==> config.mk <==
export PLATFORM = sky130hd
export DESIGN_NAME = treeval_sweep
export DESIGN_NICKNAME = d
export VERILOG_FILES = /design/src/rtl/treeval_sweep.sv
export SDC_FILE = /design/constraint.sdc
export NUM_CORES = 2
export LEC_CHECK = 0
export ABC_AREA = 1
export CAP_MARGIN = 20
export CORE_ASPECT_RATIO = 1.25
export CORE_UTILIZATION = 55
export CTS_CLUSTER_SIZE = 25
export DETAILED_ROUTE_END_ITERATION = 7
export PLACE_DENSITY = 0.75
export SLEW_MARGIN = 10
export SYNTH_ARGS = -nofsm -noshare
export SYNTH_HDL_FRONTEND = slang
export SYNTH_SLANG_ARGS = --single-unit
==> constraint.sdc <==
create_clock -name clk -period 17.8 [get_ports clk]
set_input_delay 4.45 -clock clk [delete_from_list [all_inputs] [get_ports clk]]
set_output_delay 4.45 -clock clk [all_outputs]
set_load 0.1 [all_outputs]
==> src/rtl/treeval_sweep.sv <==
// Evaluates a stored decision tree (MAX/MIN/EXP per node) into a root value and root-child action.
// Latency: done pulses n+1 cycles after the edge that samples start (1 clear + n-1 sweep + 1 final).
// Backpressure: none; start and config writes are ignored while busy.
module treeval_sweep #(
    parameter int N_MAX    = 64,
    parameter int W_ADDR   = 6,
    parameter int W_N_DATA = 10,
    parameter int W_C_DATA = 10,
    parameter int W_REWARD = 10,
    parameter int W_WEIGHT = 10,
    parameter int FRAC     = 7,
    parameter int W_ACTION = 3
) (
    input  logic                       clk,
    input  logic                       rst,
    input  logic                       mem_weight,
    input  logic                       mem_par,
    input  logic                       mem_rew,
    input  logic                       mem_act,
    input  logic [W_ADDR-1:0]          mem_addr,
    input  logic [W_N_DATA-1:0]        mem_data,
    input  logic                       conf_nodes,
    input  logic [W_C_DATA-1:0]        conf_data,
    input  logic                       start,
    output logic                       busy,
    output logic                       done,
    output logic                       exp_change,
    output logic signed [W_REWARD-1:0] exp,
    output logic [W_ACTION-1:0]        act,
    output logic                       cfg_err
);
    localparam int W_P = W_REWARD + W_WEIGHT + 1;
    localparam logic [1:0] ST_IDLE  = 2'd0;
    localparam logic [1:0] ST_CLEAR = 2'd1;
    localparam logic [1:0] ST_SWEEP = 2'd2;
    localparam logic [1:0] ST_FINAL = 2'd3;
    localparam logic [1:0] SG_EXP   = 2'b00;
    localparam logic [1:0] SG_MIN   = 2'b01;
    localparam logic signed [W_P-1:0] LP_RMAX = W_P'(2 ** (W_REWARD - 1) - 1);
    localparam logic signed [W_P-1:0] LP_RMIN = ~LP_RMAX;
    localparam logic [W_ADDR:0] LP_NMAX = (W_ADDR + 1)'(N_MAX);

    // configuration storage (not reset)
    logic [W_ADDR-1:0]          r_parent [0:N_MAX-1];
    logic signed [W_REWARD-1:0] r_reward [0:N_MAX-1];
    logic [W_WEIGHT-1:0]        r_weight [0:N_MAX-1];
    logic [W_ACTION-1:0]        r_act_mem[0:N_MAX-1];
    logic [1:0]                 r_strat  [0:N_MAX-1];
    // evaluation scratch: accumulated value, winning child, best child value (EXP tracking)
    logic signed [W_REWARD-1:0] r_acc    [0:N_MAX-1];
    logic signed [W_REWARD-1:0] r_best   [0:N_MAX-1];
    logic [W_ADDR-1:0]          r_win    [0:N_MAX-1];

    logic [N_MAX-1:0]  r_has_child;
    logic [N_MAX-1:0]  r_init;
    logic [1:0]        r_state;
    logic [W_ADDR-1:0] r_i;
    logic [W_ADDR:0]   r_n;

    logic                       w_idle;
    logic                       w_addr_ok;
    logic                       w_par_legal;
    logic [W_ADDR:0]            w_conf_n;
    logic signed [W_REWARD-1:0] w_v;
    logic signed [W_P-1:0]      w_prod;
    logic signed [W_P-1:0]      w_shift;
    logic signed [W_REWARD-1:0] w_c;
    logic [W_ADDR-1:0]          w_p;
    logic signed [W_REWARD:0]   w_sum;
    logic signed [W_REWARD-1:0] w_sum_sat;
    logic signed [W_REWARD-1:0] w_root;

    function automatic logic signed [W_REWARD-1:0] f_sat(input logic signed [W_P-1:0] x);
        if (x > LP_RMAX)      f_sat = LP_RMAX[W_REWARD-1:0];
        else if (x < LP_RMIN) f_sat = LP_RMIN[W_REWARD-1:0];
        else                  f_sat = x[W_REWARD-1:0];
    endfunction

    assign busy        = (r_state != ST_IDLE);
    assign w_idle      = (r_state == ST_IDLE);
    assign w_addr_ok   = (int'(mem_addr) < N_MAX);
    assign w_par_legal = (mem_data[W_ADDR-1:0] < mem_addr);

    // node-count load with clamping to [1, N_MAX]
    always_comb begin
        w_conf_n = conf_data[W_ADDR:0];
        if (conf_data == '0)             w_conf_n = (W_ADDR + 1)'(1);
        else if (int'(conf_data) > N_MAX) w_conf_n = LP_NMAX;
    end

    // per-node fold datapath: weighted child value and the EXP running sum
    always_comb begin
        w_v       = r_has_child[r_i] ? r_acc[r_i] : r_reward[r_i];
        w_prod    = w_v * $signed({1'b0, r_weight[r_i]});
        w_shift   = w_prod >>> FRAC;
        w_c       = f_sat(w_shift);
        w_p       = r_parent[r_i];
        w_sum     = {r_acc[w_p][W_REWARD-1], r_acc[w_p]} + {w_c[W_REWARD-1], w_c};
        w_sum_sat = f_sat({{(W_P - W_REWARD - 1){w_sum[W_REWARD]}}, w_sum});
        w_root    = r_has_child[0] ? r_acc[0] : r_reward[0];
    end

    // configuration memory writes, one strobe per cycle by priority
    always_ff @(posedge clk) begin
        if (!rst && w_idle && w_addr_ok) begin
            if (mem_par) begin
                if (w_par_legal) r_parent[mem_addr] <= mem_data[W_ADDR-1:0];
            end else if (mem_rew) begin
                r_reward[mem_addr] <= mem_data[W_REWARD-1:0];
            end else if (mem_act) begin
                r_act_mem[mem_addr] <= mem_data[W_ACTION-1:0];
                r_strat[mem_addr]   <= mem_data[W_ACTION+1:W_ACTION];
            end else if (mem_weight) begin
                r_weight[mem_addr] <= mem_data[W_WEIGHT-1:0];
            end
        end
    end

    // fold child r_i into its parent; later (lower) indices win ties
    always_ff @(posedge clk) begin
        if (!rst && r_state == ST_SWEEP) begin
            if (!r_init[w_p]) begin
                r_acc[w_p]  <= w_c;
                r_best[w_p] <= w_c;
                r_win[w_p]  <= r_i;
            end else if (r_strat[w_p] == SG_EXP) begin
                r_acc[w_p] <= w_sum_sat;
                if (w_c >= r_best[w_p]) begin
                    r_best[w_p] <= w_c;
                    r_win[w_p]  <= r_i;
                end
            end else if (r_strat[w_p] == SG_MIN) begin
                if (w_c <= r_acc[w_p]) begin
                    r_acc[w_p] <= w_c;
                    r_win[w_p] <= r_i;
                end
            end else begin
                if (w_c >= r_acc[w_p]) begin
                    r_acc[w_p] <= w_c;
                    r_win[w_p] <= r_i;
                end
            end
        end
    end

    // control FSM, tree shape bits and result registers
    always_ff @(posedge clk) begin
        if (rst) begin
            r_state     <= ST_IDLE;
            r_i         <= '0;
            r_n         <= (W_ADDR + 1)'(1);
            r_has_child <= '0;
            r_init      <= '0;
            cfg_err     <= 1'b0;
            exp         <= '0;
            act         <= '0;
            done        <= 1'b0;
            exp_change  <= 1'b0;
        end else begin
            done       <= 1'b0;
            exp_change <= 1'b0;
            case (r_state)
                ST_IDLE: begin
                    if (w_addr_ok && mem_par) begin
                        if (w_par_legal) r_has_child[mem_data[W_ADDR-1:0]] <= 1'b1;
                        else             cfg_err <= 1'b1;
                    end
                    if (conf_nodes) r_n <= w_conf_n;
                    if (start) r_state <= ST_CLEAR;
                end
                ST_CLEAR: begin
                    r_init  <= '0;
                    r_i     <= W_ADDR'(r_n - (W_ADDR + 1)'(1));
                    r_state <= (r_n == (W_ADDR + 1)'(1)) ? ST_FINAL : ST_SWEEP;
                end
                ST_SWEEP: begin
                    r_init[w_p] <= 1'b1;
                    if (r_i == W_ADDR'(1)) r_state <= ST_FINAL;
                    else                   r_i <= r_i - W_ADDR'(1);
                end
                default: begin
                    exp        <= w_root;
                    act        <= r_has_child[0] ? r_act_mem[r_win[0]] : '0;
                    exp_change <= (w_root != exp);
                    done       <= 1'b1;
                    r_state    <= ST_IDLE;
                end
            endcase
        end
    end
endmodule

**After elaboration in Yosys (flattened, before gate mapping)**

Memory sizes are Yosys's and may differ from the RTL's. A register that Yosys moved wholly into a read port is not among the register bits.
Index checks and enable logic that the tools add are counted.

- Register bits: 159
- Input port bits: 34
- Logic and storage cells: 155
- Output and inout port bits: 17
- Bits in writable memories: 3648
- Memories kept: 8

Memory list:

| name | depth | width | read ports | clocked after Yosys merged registers in | write ports | RTL line | text |
|---|---|---|---|---|---|---|---|
| r_acc | 64 | 10 | 3 | 1 | 1 | 50 | `logic signed [W_REWARD-1:0] r_acc [0:N_MAX-1];` |
| r_best | 64 | 10 | 1 | 0 | 1 | 51 | `logic signed [W_REWARD-1:0] r_best [0:N_MAX-1];` |
| r_reward | 64 | 10 | 2 | 1 | 1 | 45 | `logic signed [W_REWARD-1:0] r_reward [0:N_MAX-1];` |
| r_weight | 64 | 10 | 1 | 1 | 1 | 46 | `logic [W_WEIGHT-1:0] r_weight [0:N_MAX-1];` |
| r_parent | 64 | 6 | 1 | 1 | 1 | 44 | `logic [W_ADDR-1:0] r_parent [0:N_MAX-1];` |
| r_win | 64 | 6 | 1 | 0 | 1 | 52 | `logic [W_ADDR-1:0] r_win [0:N_MAX-1];` |
| +2 memories | n/a | n/a | n/a | n/a | n/a | n/a |  |

- $add $sub $neg: 3
- Equal/unequal tests: 9
- Bitwise operators: 10
- $lt $le $gt $ge: 14
- Multiply operators: 1
- Muxes and demuxes: 83
- Reductions and logical operators: 17

Operators by type and width:

| operator | number |
|---|---|
| $or 64x64->64 | 2 |
| $pmux 64 s2 | 1 |
| $mux 10 | 10 |
| $mux 6 | 12 |
| $mux 1 | 49 |
| $lt 6x7->1 const B | 3 |
| $mul 10x11->21 | 1 |
| $ge 10x10->1 | 2 |
| $gt 14x10->1 const B | 1 |
| $lt 14x10->1 const B | 1 |
| $mux 7 | 2 |
| $bmux 1 s6 | 2 |
| $demux 1 s6 | 2 |
| $ge 6x1->1 const B | 2 |
| $pmux 6 s2 | 1 |
| $sub 6x1->6 const B | 2 |
| $add 10x10->11 | 1 |
| $gt 11x10->1 const B | 1 |
| $lt 11x10->1 const B | 1 |
| $gt 10x7->1 const B | 1 |
| $le 10x10->1 | 1 |
| $logic_not 10->1 | 1 |
| $ne 10x10->1 | 1 |
| $eq 7x1->1 const B | 1 |
| other kinds (19) | 36 |

**Depth between registers and ports, before layout**

- Depth in word-level cells: 16
- Depth in mapped cells: 64
- Gate-level depth less buffers: 57

**Worst setup path before layout**

No wires, ideal clock.

- Kind: reg2reg
- Start point: reg with a tool-made name
- End point: mem r_acc[0][9], data pin
- Data required time: 17.098 ns
- Library setup time: 0.702 ns
- Clock period less this slack: 14.118 ns
- Buffers on the path: 11
- Cell stages (with the launch flop): 46
- Arrival time: 13.416 ns
- Setup slack: 3.682 ns
- Cells stage by stage: dfxtp_1 buf_6 buf_4 buf_4 buf_4 buf_2 buf_2 clkbuf_1 clkbuf_1 clkbuf_1 buf_1 nand2_1 a221oi_1 o32ai_1 nand2_1 nand3_1 nand2_1 nand2_1 [... 10 more ...] o21a_1 inv_1 a21oi_1 o21bai_1 xnor2_1 inv_1 nand2_1 inv_1 o21ai_0 ha_1 clkbuf_1 a21oi_1 o21ai_0 a221oi_1 nand3_1 nand2_1 nand2_1 o21ai_0

RTL lines:

| what | RTL line |
|---|---|
| end: declaration | 50 |

==> results.ini <==
[cells_and_area]
layout-drive-gt1-share_pct = 7.63
fin_nets = 11800
area_growth_pct = 10.2
fin_util_pct = 61.1
mostFrequentLayoutCells = 3,270 x edfxtp_1, 1,523 x nor2_1, 1,521 x nand2_1
layout_commonest_cell = edfxtp_1

[status]
status = finished with violations
violations = DRC

[logic_synthesis]
seq_area_frac_synth_pct = 70.4
synth_compound_area_share_pct = 13.3
synth_top_area_share_pct = 68.1
yosysWarnings = 0
avgSynthCellArea_um2 = 12.2
synthFlopType = edfxtp_1
syn-cell-area_um2 = 144000
synth_simple_gate_area_share_pct = 10.6
synth_top_family_by_area = compound AO/OA/AOI/OAI gates
synth-xor-area-share_pct = 0.158
synth_adder_area_share_pct = 1.79
synthMuxAreaShare_pct = 0
ys_types = 70
synth_edf_count = 3270
netlist_instances = 11800
synth_seq_cells = 3435
async_reset_ff_share_pct = 0
yosysTopAreaCell = edfxtp_1
synth_nets = 12000
synth_area_leaders = edfxtp_1 68%, nor2_1 4.0%, nand2_1 4.0%

[grt]
grt.total_usage_pct = 35.5
grt_pass1_wl_um = 681000
grt_pass1_vias = 99000
antenna_found_initial = 19
grt_max_degree = 252
overflow = 0

[worst_setup_path]
reg2reg_to = r_acc[45][2]
critPathArrivalTime_ns = 15.94
crit_path_end_kind = flop
rr_worst_depth = 51
crit_required_ns = 18.33
critical_path_class = flop to flop
path_common_cell = inv_1
slowest_stage = dfxtp_4
crit_fanout = 80
start_kind = flop
slowest_delay_ns = 0.98
critPathBufInv = 14
ff2ff_setup_slack_ns = 2.39
cpLargestDelayFamily = buffers and inverters

[sta]
setup_viol = 0
hold_viol = 0
fin_skew_ns = 0.0929
relSlewSlack_pct = 13.0
rsz0062_at_grt = false
tns_ns = 0
min_period_over_period_pct = 86.6
min_period_ns = 15.41
final_max_slew_viol_count = 0
whs_ns = 0.454
fmax_ghz = 0.0649
worst_slew_pin_slew_ns = 1.30

[floorplanning]
dieWidth_um = 460
core_area_um2 = 260000
die_area_um2 = 264000
io_pins = 51
std_cell_rows = 209
die_h_um = 574
start_util_pct = 55.5

[cts]
cts-hold-fix-buffers = 0
insertion_delay_ns = 0.95
path_clk_slew_ns = 0.06
numCtsBuffers = 331
cts_root_buffer = clkbuf_16
cts_buffer_depth = 4
cts_sinks = 3435
tritoncts = done
cts_setup_buffers = 0
htree_levels = 5
cts.repair.resized = 0

[hold_path]
hp-start = r_init[59]
holdPathEnd = r_init[59]
min_path_type = flop to flop
hold_depth = 2

[job]
maxCapViolCount = 0

[route]
routed_wirelength_um = 476000
ant_nets = 0
viasPerCell = 6.78
first_pass_iters = 8
drt-initial-drc-count = 17500
drc = 42
wl_per_cell_um = 30.9
num_vias = 104000

[place]
hpwl_um = 293000
port_buffers = 50
gp_congestion = 0.992

[worst max-delay path by stage]
| stage | startpoint | endpoint | slack, ns | cells past startpoint |
|---|---|---|---|---|
| after global placement | flop | r_acc[18][5] | 3.28 | 49 |
| after floorplan | flop | r_acc[0][9] | 3.68 | 45 |
| after global routing | flop | r_acc[50][4] | 1.99 | 51 |
| after CTS | flop | r_acc[23][2] | 2.96 | 49 |
| final | flop | r_acc[45][2] | 2.39 | 51 |
| after detailed placement | flop | r_acc[23][5] | 3.04 | 49 |
[area by class of cell]
type	instances	area, um2
flip-flops and latches	3435	102000
fillers	19500	101000
multi-input cells	7094	37700
clock buffers	425	8930
well taps	3481	4360
repair buffers	349	2950
clock inverters	167	1700
inverters	428	1660
diodes	16	40.0
[flip-flops by register name (all words and copies together), names as in the netlist, named ones only]
register     flops
r_acc          640
r_best         640
r_reward       640
r_weight       640
r_parent       384
r_act_mem      192
r_strat        128
r_has_child     64
r_init          64
exp             10
r_n              7
r_i              6
r_win            6
act              3
r_state          2
cfg_err          1
done             1
exp_change       1
[Yosys cell counts, types with 10 or more instances]
master / instances
a21boi_1: 51
o21ai_0: 1129
nand2_2: 14
inv_2: 14
edfxtp_1: 3270
buf_6: 49
buf_1: 95
a22o_1: 52
o21a_1: 17
ha_1: 105
nor3_1: 57
o21ai_1: 48
xor2_1: 15
a31oi_1: 37
o22ai_1: 796
fa_1: 63
clkbuf_1: 533
nor4_1: 20
nand3_1: 529
dfxtp_1: 165
a311oi_1: 31
a21oi_1: 348
inv_1: 408
nand2_1: 1533
o32ai_1: 20
a221oi_1: 111
o221ai_1: 90
nor2_1: 1544
a211oi_1: 13
buf_4: 47
a22oi_1: 184
a32o_1: 15
o211ai_1: 25
o41ai_1: 94
buf_2: 88
nand4_1: 36
o31ai_1: 10
xnor2_1: 11
[per-stage QoR]
stage	area [um2]	worst slack, ns	cells
after floorplan	144000	3.68	11800
after global placement	147000	3.28	14700
after detailed placement	148000	3.04	14700
after CTS	158000	2.96	15300
after global routing	159000	1.99	15400
final	159000	2.39	15400
[cells by family after synthesis]
logic type / after synthesis
simple gates: 3778
xor+xnor: 26
compound gates: 3122
flops: 3435
buf+inv: 1242
fa+ha+maj: 168
[routing by layer]
metal | vias to the layer above | global-route usage, % | part of all wire, %
met3 | 1819 | 7.72 | 12
li1 | 43400 | - | -
met5 | - | 0 | 0.028
met2 | 8254 | 56.0 | 47
met1 | 50800 | 42.9 | 33
met4 | 20 | 26.3 | 8.9
[worst min-delay path: stages, from the launching register on]
cell and delay, ns:
dfxtp_1 0.31, inv_1 0.05, a21oi_1 0.05
Power is left out: the tool's default activity adds up to more than one toggle a clock period on the data nets, which glitch-free logic cannot reach.
